[config.mk]
export PLATFORM = sky130hd
export DESIGN_NAME = ldtu_bsl_calib
export DESIGN_NICKNAME = d
export VERILOG_FILES = /design/src/rtl/ldtu_pkg.sv /design/src/rtl/ldtu_bsl_acc.sv /design/src/rtl/ldtu_bsl_calib.sv
export SDC_FILE = /design/constraint.sdc
export NUM_CORES = 1
export LEC_CHECK = 0
export ABC_AREA = 1
export BUFFER_PORTS_ARGS = -buffer_cell sky130_fd_sc_hd__buf_2
export CAP_MARGIN = 20
export CORE_ASPECT_RATIO = 1.4
export CORE_MARGIN = 1
export CORE_UTILIZATION = 55
export DETAILED_ROUTE_END_ITERATION = 8
export GPL_TIMING_DRIVEN = 0
export PLACE_DENSITY = 0.78
export REMOVE_ABC_BUFFERS = 1
export SLEW_MARGIN = 20
export SYNTH_ARGS = -nofsm -noshare
export SYNTH_HDL_FRONTEND = slang
export SYNTH_HIERARCHICAL = 1
export SYNTH_SLANG_ARGS = --single-unit
[constraint.sdc]
create_clock -name CLK -period 1.8 [get_ports CLK]
set_input_delay 0.18 -clock CLK [delete_from_list [all_inputs] [get_ports CLK]]
set_output_delay 0.18 -clock CLK [all_outputs]
set_load 0.02 [all_outputs]
[src/rtl/ldtu_pkg.sv]
// Shared definitions for the LDTU baseline calibration block: FSM encoding and widths.
package ldtu_pkg;

    typedef enum logic [2:0] {
        IDLE    = 3'd0,
        SETTLE  = 3'd1,
        ACCUM   = 3'd2,
        COMPUTE = 3'd3,
        DONE    = 3'd4
    } bsl_state_t;

    localparam int Nbits_12 = 12;
    localparam int Nbits_8  = 8;

    localparam logic [Nbits_8-1:0] BSL_MAX = 8'hFF;

endpackage

[src/rtl/ldtu_bsl_acc.sv]
// Per-gain pedestal accumulator: sums samples, then averages, removes the margin and clamps to 8 bits.
module ldtu_bsl_acc
    import ldtu_pkg::*;
#(
    parameter int NSAMP_LOG2 = 6,
    parameter int MARGIN     = 2
) (
    input  logic                CLK,
    input  logic                rst,
    input  logic                clr,
    input  logic                en,
    input  logic [Nbits_12-1:0] din,
    input  logic                calc,
    output logic [Nbits_8-1:0]  bsl,
    output logic                sat
);

    localparam int AW = Nbits_12 + NSAMP_LOG2;
    localparam int VW = Nbits_12 + 2;
    localparam logic signed [VW-1:0] MARG    = VW'(MARGIN);
    localparam logic signed [VW-1:0] VMAX    = VW'(BSL_MAX);

    logic [AW-1:0]              acc;
    logic [Nbits_12-1:0]        avg;
    logic signed [VW-1:0]       v;
    logic                       clamp;

    assign avg = acc[AW-1:NSAMP_LOG2];
    // Two extra bits give a sign bit plus headroom, so avg-MARGIN can go negative cleanly.
    assign v   = $signed({2'b00, avg}) - MARG;

    always_comb begin
        bsl   = v[Nbits_8-1:0];
        clamp = 1'b0;
        if (v < 0) begin
            bsl   = '0;
            clamp = 1'b1;
        end else if (v > VMAX) begin
            bsl   = BSL_MAX;
            clamp = 1'b1;
        end
    end

    always_ff @(posedge CLK) begin
        if (rst) begin
            acc <= '0;
            sat <= 1'b0;
        end else begin
            if (clr) begin
                acc <= '0;
                sat <= 1'b0;
            end else if (en) begin
                acc <= acc + AW'(din);
            end
            if (calc)
                sat <= clamp;
        end
    end

endmodule

[src/rtl/ldtu_bsl_calib.sv]
// Baseline calibration controller: settle, average pedestals on both gains, publish BSL_VAL words.
// Optional feature: LDTU_BSL_OVERRIDE_EN adds direct slow-control override of the BSL_VAL words.
module ldtu_bsl_calib
    import ldtu_pkg::*;
#(
    parameter int NSAMP_LOG2 = 6,
    parameter int SETTLE_CYC = 16,
    parameter int MARGIN     = 2
) (
    input  logic                CLK,
    input  logic                rst,
    input  logic                start,
    input  logic                abort,
    input  logic                samp_valid,
    input  logic [Nbits_12-1:0] DATA12_g01,
    input  logic [Nbits_12-1:0] DATA12_g10,
`ifdef LDTU_BSL_OVERRIDE_EN
    input  logic                ovr_en,
    input  logic [Nbits_8-1:0]  ovr_g01,
    input  logic [Nbits_8-1:0]  ovr_g10,
`endif
    output logic [Nbits_8-1:0]  BSL_VAL_g01,
    output logic [Nbits_8-1:0]  BSL_VAL_g10,
    output logic                busy,
    output logic                done,
    output logic                sat_g01,
    output logic                sat_g10
);

    localparam int SCW   = $clog2(SETTLE_CYC + 1);
    localparam int CW    = NSAMP_LOG2 + 1;
    localparam logic [CW-1:0]  LAST_SAMP = CW'((1 << NSAMP_LOG2) - 1);
    localparam logic [SCW-1:0] SETTLE_LD = SCW'(SETTLE_CYC - 1);

    bsl_state_t          state;
    logic [SCW-1:0]      settle_cnt;
    logic [CW-1:0]       samp_cnt;
    logic                ovr, kill, clr, en, calc;
    logic [Nbits_8-1:0]  bsl_g01, bsl_g10;

`ifdef LDTU_BSL_OVERRIDE_EN
    assign ovr = ovr_en;
`else
    assign ovr = 1'b0;
`endif

    // Override behaves exactly like a held abort on the calibration sequence.
    assign kill = abort | ovr;
    assign clr  = (state == IDLE) && start && !kill;
    assign en   = (state == ACCUM) && samp_valid && !kill;
    assign calc = (state == COMPUTE) && !kill;

    ldtu_bsl_acc #(.NSAMP_LOG2(NSAMP_LOG2), .MARGIN(MARGIN)) u_acc_g01 (
        .CLK(CLK), .rst(rst), .clr(clr), .en(en), .din(DATA12_g01),
        .calc(calc), .bsl(bsl_g01), .sat(sat_g01)
    );

    ldtu_bsl_acc #(.NSAMP_LOG2(NSAMP_LOG2), .MARGIN(MARGIN)) u_acc_g10 (
        .CLK(CLK), .rst(rst), .clr(clr), .en(en), .din(DATA12_g10),
        .calc(calc), .bsl(bsl_g10), .sat(sat_g10)
    );

    always_ff @(posedge CLK) begin
        if (rst) begin
            BSL_VAL_g01 <= '0;
            BSL_VAL_g10 <= '0;
`ifdef LDTU_BSL_OVERRIDE_EN
        end else if (ovr_en) begin
            BSL_VAL_g01 <= ovr_g01;
            BSL_VAL_g10 <= ovr_g10;
`endif
        end else if (calc) begin
            BSL_VAL_g01 <= bsl_g01;
            BSL_VAL_g10 <= bsl_g10;
        end
    end

    always_ff @(posedge CLK) begin
        if (rst) begin
            state      <= IDLE;
            busy       <= 1'b0;
            done       <= 1'b0;
            settle_cnt <= '0;
            samp_cnt   <= '0;
        end else begin
            done <= 1'b0;
            if (kill) begin
                state <= IDLE;
                busy  <= 1'b0;
            end else begin
                case (state)
                    IDLE: if (start) begin
                        state      <= SETTLE;
                        busy       <= 1'b1;
                        settle_cnt <= SETTLE_LD;
                        samp_cnt   <= '0;
                    end
                    SETTLE: begin
                        if (settle_cnt == '0)
                            state <= ACCUM;
                        else
                            settle_cnt <= settle_cnt - 1'b1;
                    end
                    ACCUM: if (samp_valid) begin
                        samp_cnt <= samp_cnt + 1'b1;
                        if (samp_cnt == LAST_SAMP)
                            state <= COMPUTE;
                    end
                    COMPUTE: begin
                        state <= DONE;
                        done  <= 1'b1;
                    end
                    DONE: begin
                        state <= IDLE;
                        busy  <= 1'b0;
                    end
                    default: begin
                        state <= IDLE;
                        busy  <= 1'b0;
                    end
                endcase
            end
        end
    end

endmodule

==> reports/qor.csv <==
metric,value,unit
outcome,"complete, but fails checks",
violations,negative setup slack,
grt_util_met3,0.0464,
portBuffers,48,
drv_slew,0,
rsz0062_at_grt,yes,
ir_drop,0.500,mV
antenna_found_initial,0,
grt.overflow.total,0,
fp.coreArea,9460,µm²
min-delay-start,start,
critPathLaunch,u_acc_g10/acc[0],
drtIter0Drc,229,
critical_path.cell_chain,"ha_4, inv_4, fa_2, o21ai_2, nand3_1, nand4_1, nand3_1, nand2_1, nor2_1",
critPathKind,reg -> reg,
synth_cells,846,
finalSetupViolations,2,
use_met2,0.472,
vias,5605,
synth_enable_flop_cells,0,
period_needed,1.85,ns
startpoint_type,register,
netlist.area_leader.share,0.265,
utilization,0.704,
drt_first_pass_iters,5,
wl_per_cell,13.0,µm
finalHoldViolations,0,
slew_headroom,0.513,
final_cell_mix,"nand2_1 (180), nor2_1 (131), inv_1 (100), dfxtp_1 (58), nand3_1 (57)",
first_global_vias,4869,
synth-seq-cells,71,
gp_congestion,0.921,
yosysSeqAreaShare,0.265,
yosysUniqueCellTypes,35,
drc,0,
setup_slack,-0.0541,ns
fmax,539,MHz
detail-route-antenna-nets,0,
grt_use_total,0.259,
start_util,0.567,
critical-path-top-delay-family,simple AND/OR/NAND/NOR gates,
p_leak,3.45,nW
hold_depth,3,
async_flop_share,0,
clk_pin_slew,0.06,ns
layout_commonest_cell,nand2_1,
synth_ff_type,dfxtp_1,
yosys_warnings,6,
syn_area_per_cell,6.34,µm²
cts.sinks,71,
multi_input_area,3700,µm²
grt_max_degree,26,
cp-end-kind,register,
cts_made_buffers,9,
syn_area,5370,µm²
grt_pass1_wl,21400,µm
seq_area,1450,µm²
routed_wl,13600,µm
layout-drive-gt1-share,0.252,
die_w,85.5,µm
critPathMaxFanout,6,
fp.dieH,119,µm
power_density,614,nW/µm²
fillers,825,
holdBufCountCts,0,
hp-class,in -> reg,
htree_levels,3,
setup_tns,-0.0669,ns
met1_usage,0.295,
io_pins,49,
cap_violations,0,
nNetsFinal,993,
synth_area_leaders,"dfxtp_1 (26%), nand2_1 (13%), nor2_1 (9.9%)",
min_period_over_period,1.03,
diodes,0,
timing.reg2reg.worst_path_depth,9,
tightest_slew,0.727,ns
vias_per_cell,5.35,
dp_hpwl,9070,µm
slowest_delay,0.42,ns
clk_latency,0.33,ns
num_rows,42,
area_growth,24.1,%
crit_buf_inv,1,
slowest_stage,fa_2,
cts_root_buf,clkbuf_16,
cp.depth,9,
dieArea,10200,µm²
path_common_cell,nand3_1,
r2r_slack,-0.05,ns
crit_required,2.02,ns
top_usage_layer,met2,
fin_skew,0.00621,ns
cts_tree,yes,
worst_ep_arrival_time,2.08,ns
clock_path_buffers,2,
synth_top_cell_by_area,dfxtp_1,
r2r-start,u_acc_g10/acc[0],
[what timing repair did]
item / in CTS / in global routing
endpoints found under the hold margin: 0 / 0
endpoints found under the setup margin: 52 / 48
resized for setup: 39 / 77
gates cloned: 1 / 3
pin swaps: 9 / 66
buffers inserted: 10 / 24
[cell usage after synthesis (4+ instances only)]
master and count:
nand2_2 17, a21oi_1 56, xnor2_1 4, nor2_2 19
ha_1 30, nand4_1 23, nand3_4 6, nand2_1 186
inv_1 113, nor2_8 4, o21ai_0 31, nor2_4 5
inv_2 5, o21ai_1 21, clkbuf_1 10, nand3_1 57
nor3_1 13, xor2_1 9, nor2_1 141, dfxtp_1 71
[logic make-up (layout without fill, tap and decap cells)]
kind of cell | after synthesis | count (layout) | synth area share
compound gates | 118 | 118 | 0.115
xor+xnor | 13 | 13 | 0.0212
fa+ha+maj | 32 | 32 | 0.0774
buf+inv | 134 | 222 | 0.103
flops | 71 | 71 | 0.265
simple gates | 478 | 481 | 0.419
[area by class of cell]
type	instances	share of cell area
timing repair inverter	1	0.000751
tap	110	0.0207
clock inverter	5	0.00864
sequential	71	0.217
inverter	121	0.0790
multi-input combinational	644	0.555
clock buffer	11	0.0364
timing repair buffer	84	0.0821
[routing by layer]
metal | up-vias | share of wire
met5 | - | 0
met4 | 0 | 0.029
met3 | 37 | 0.036
met2 | 145 | 0.52
met1 | 2529 | 0.41
li1 | 2894 | -
[flip-flops by register name, summed over array words and instances, names as in the netlist]
| name | cells |
|---|---|
| samp_cnt | 7 |
| state | 3 |
| u_acc_g01/sat | 1 |
| u_acc_g01/acc | 18 |
| u_acc_g10/sat | 1 |
| busy | 1 |
| u_acc_g10/acc | 18 |
| done | 1 |
| BSL_VAL_g01 | 8 |
| settle_cnt | 5 |
| BSL_VAL_g10 | 8 |
[metrics by stage]
step | setup WS [ns] | total power [W] | hold WS, ns | cells | cell area (µm²)
after floorplan | -0.970 | 0.00210 | 0.249 | 833 | 5300
after global placement | -2.21 | 0.00223 | 0.434 | 991 | 5680
after CTS | 0.00117 | 0.00406 | 0.184 | 1020 | 6220
after global routing | -0.144 | 0.00429 | 0.216 | 1047 | 6660
after detailed placement | -0.767 | 0.00224 | 0.437 | 993 | 5710
final | -0.0541 | 0.00409 | 0.192 | 1047 | 6660
[final timing paths]
path                             to
setup / recovery  u_acc_g10/acc[14]
hold / removal                 busy
hold reg to reg       settle_cnt[4]
setup reg to reg  u_acc_g10/acc[14]
[worst min-delay path: cells and delay by family]
kind	cells	cell delay (ns)
simple gates	1	0.10
buf+inv	1	0.11
compound gates	1	0.08
[report_power, final]
group	leakage, nW	internal (W)	switching [W]
combinational	2.73	0.000244	0.000423
sequential	0.581	0.00160	0.0000283
clock	0.138	0.00111	0.000689
total	3.45	0.00295	0.00114
No activity file was read; power rests on OpenSTA's default activity.
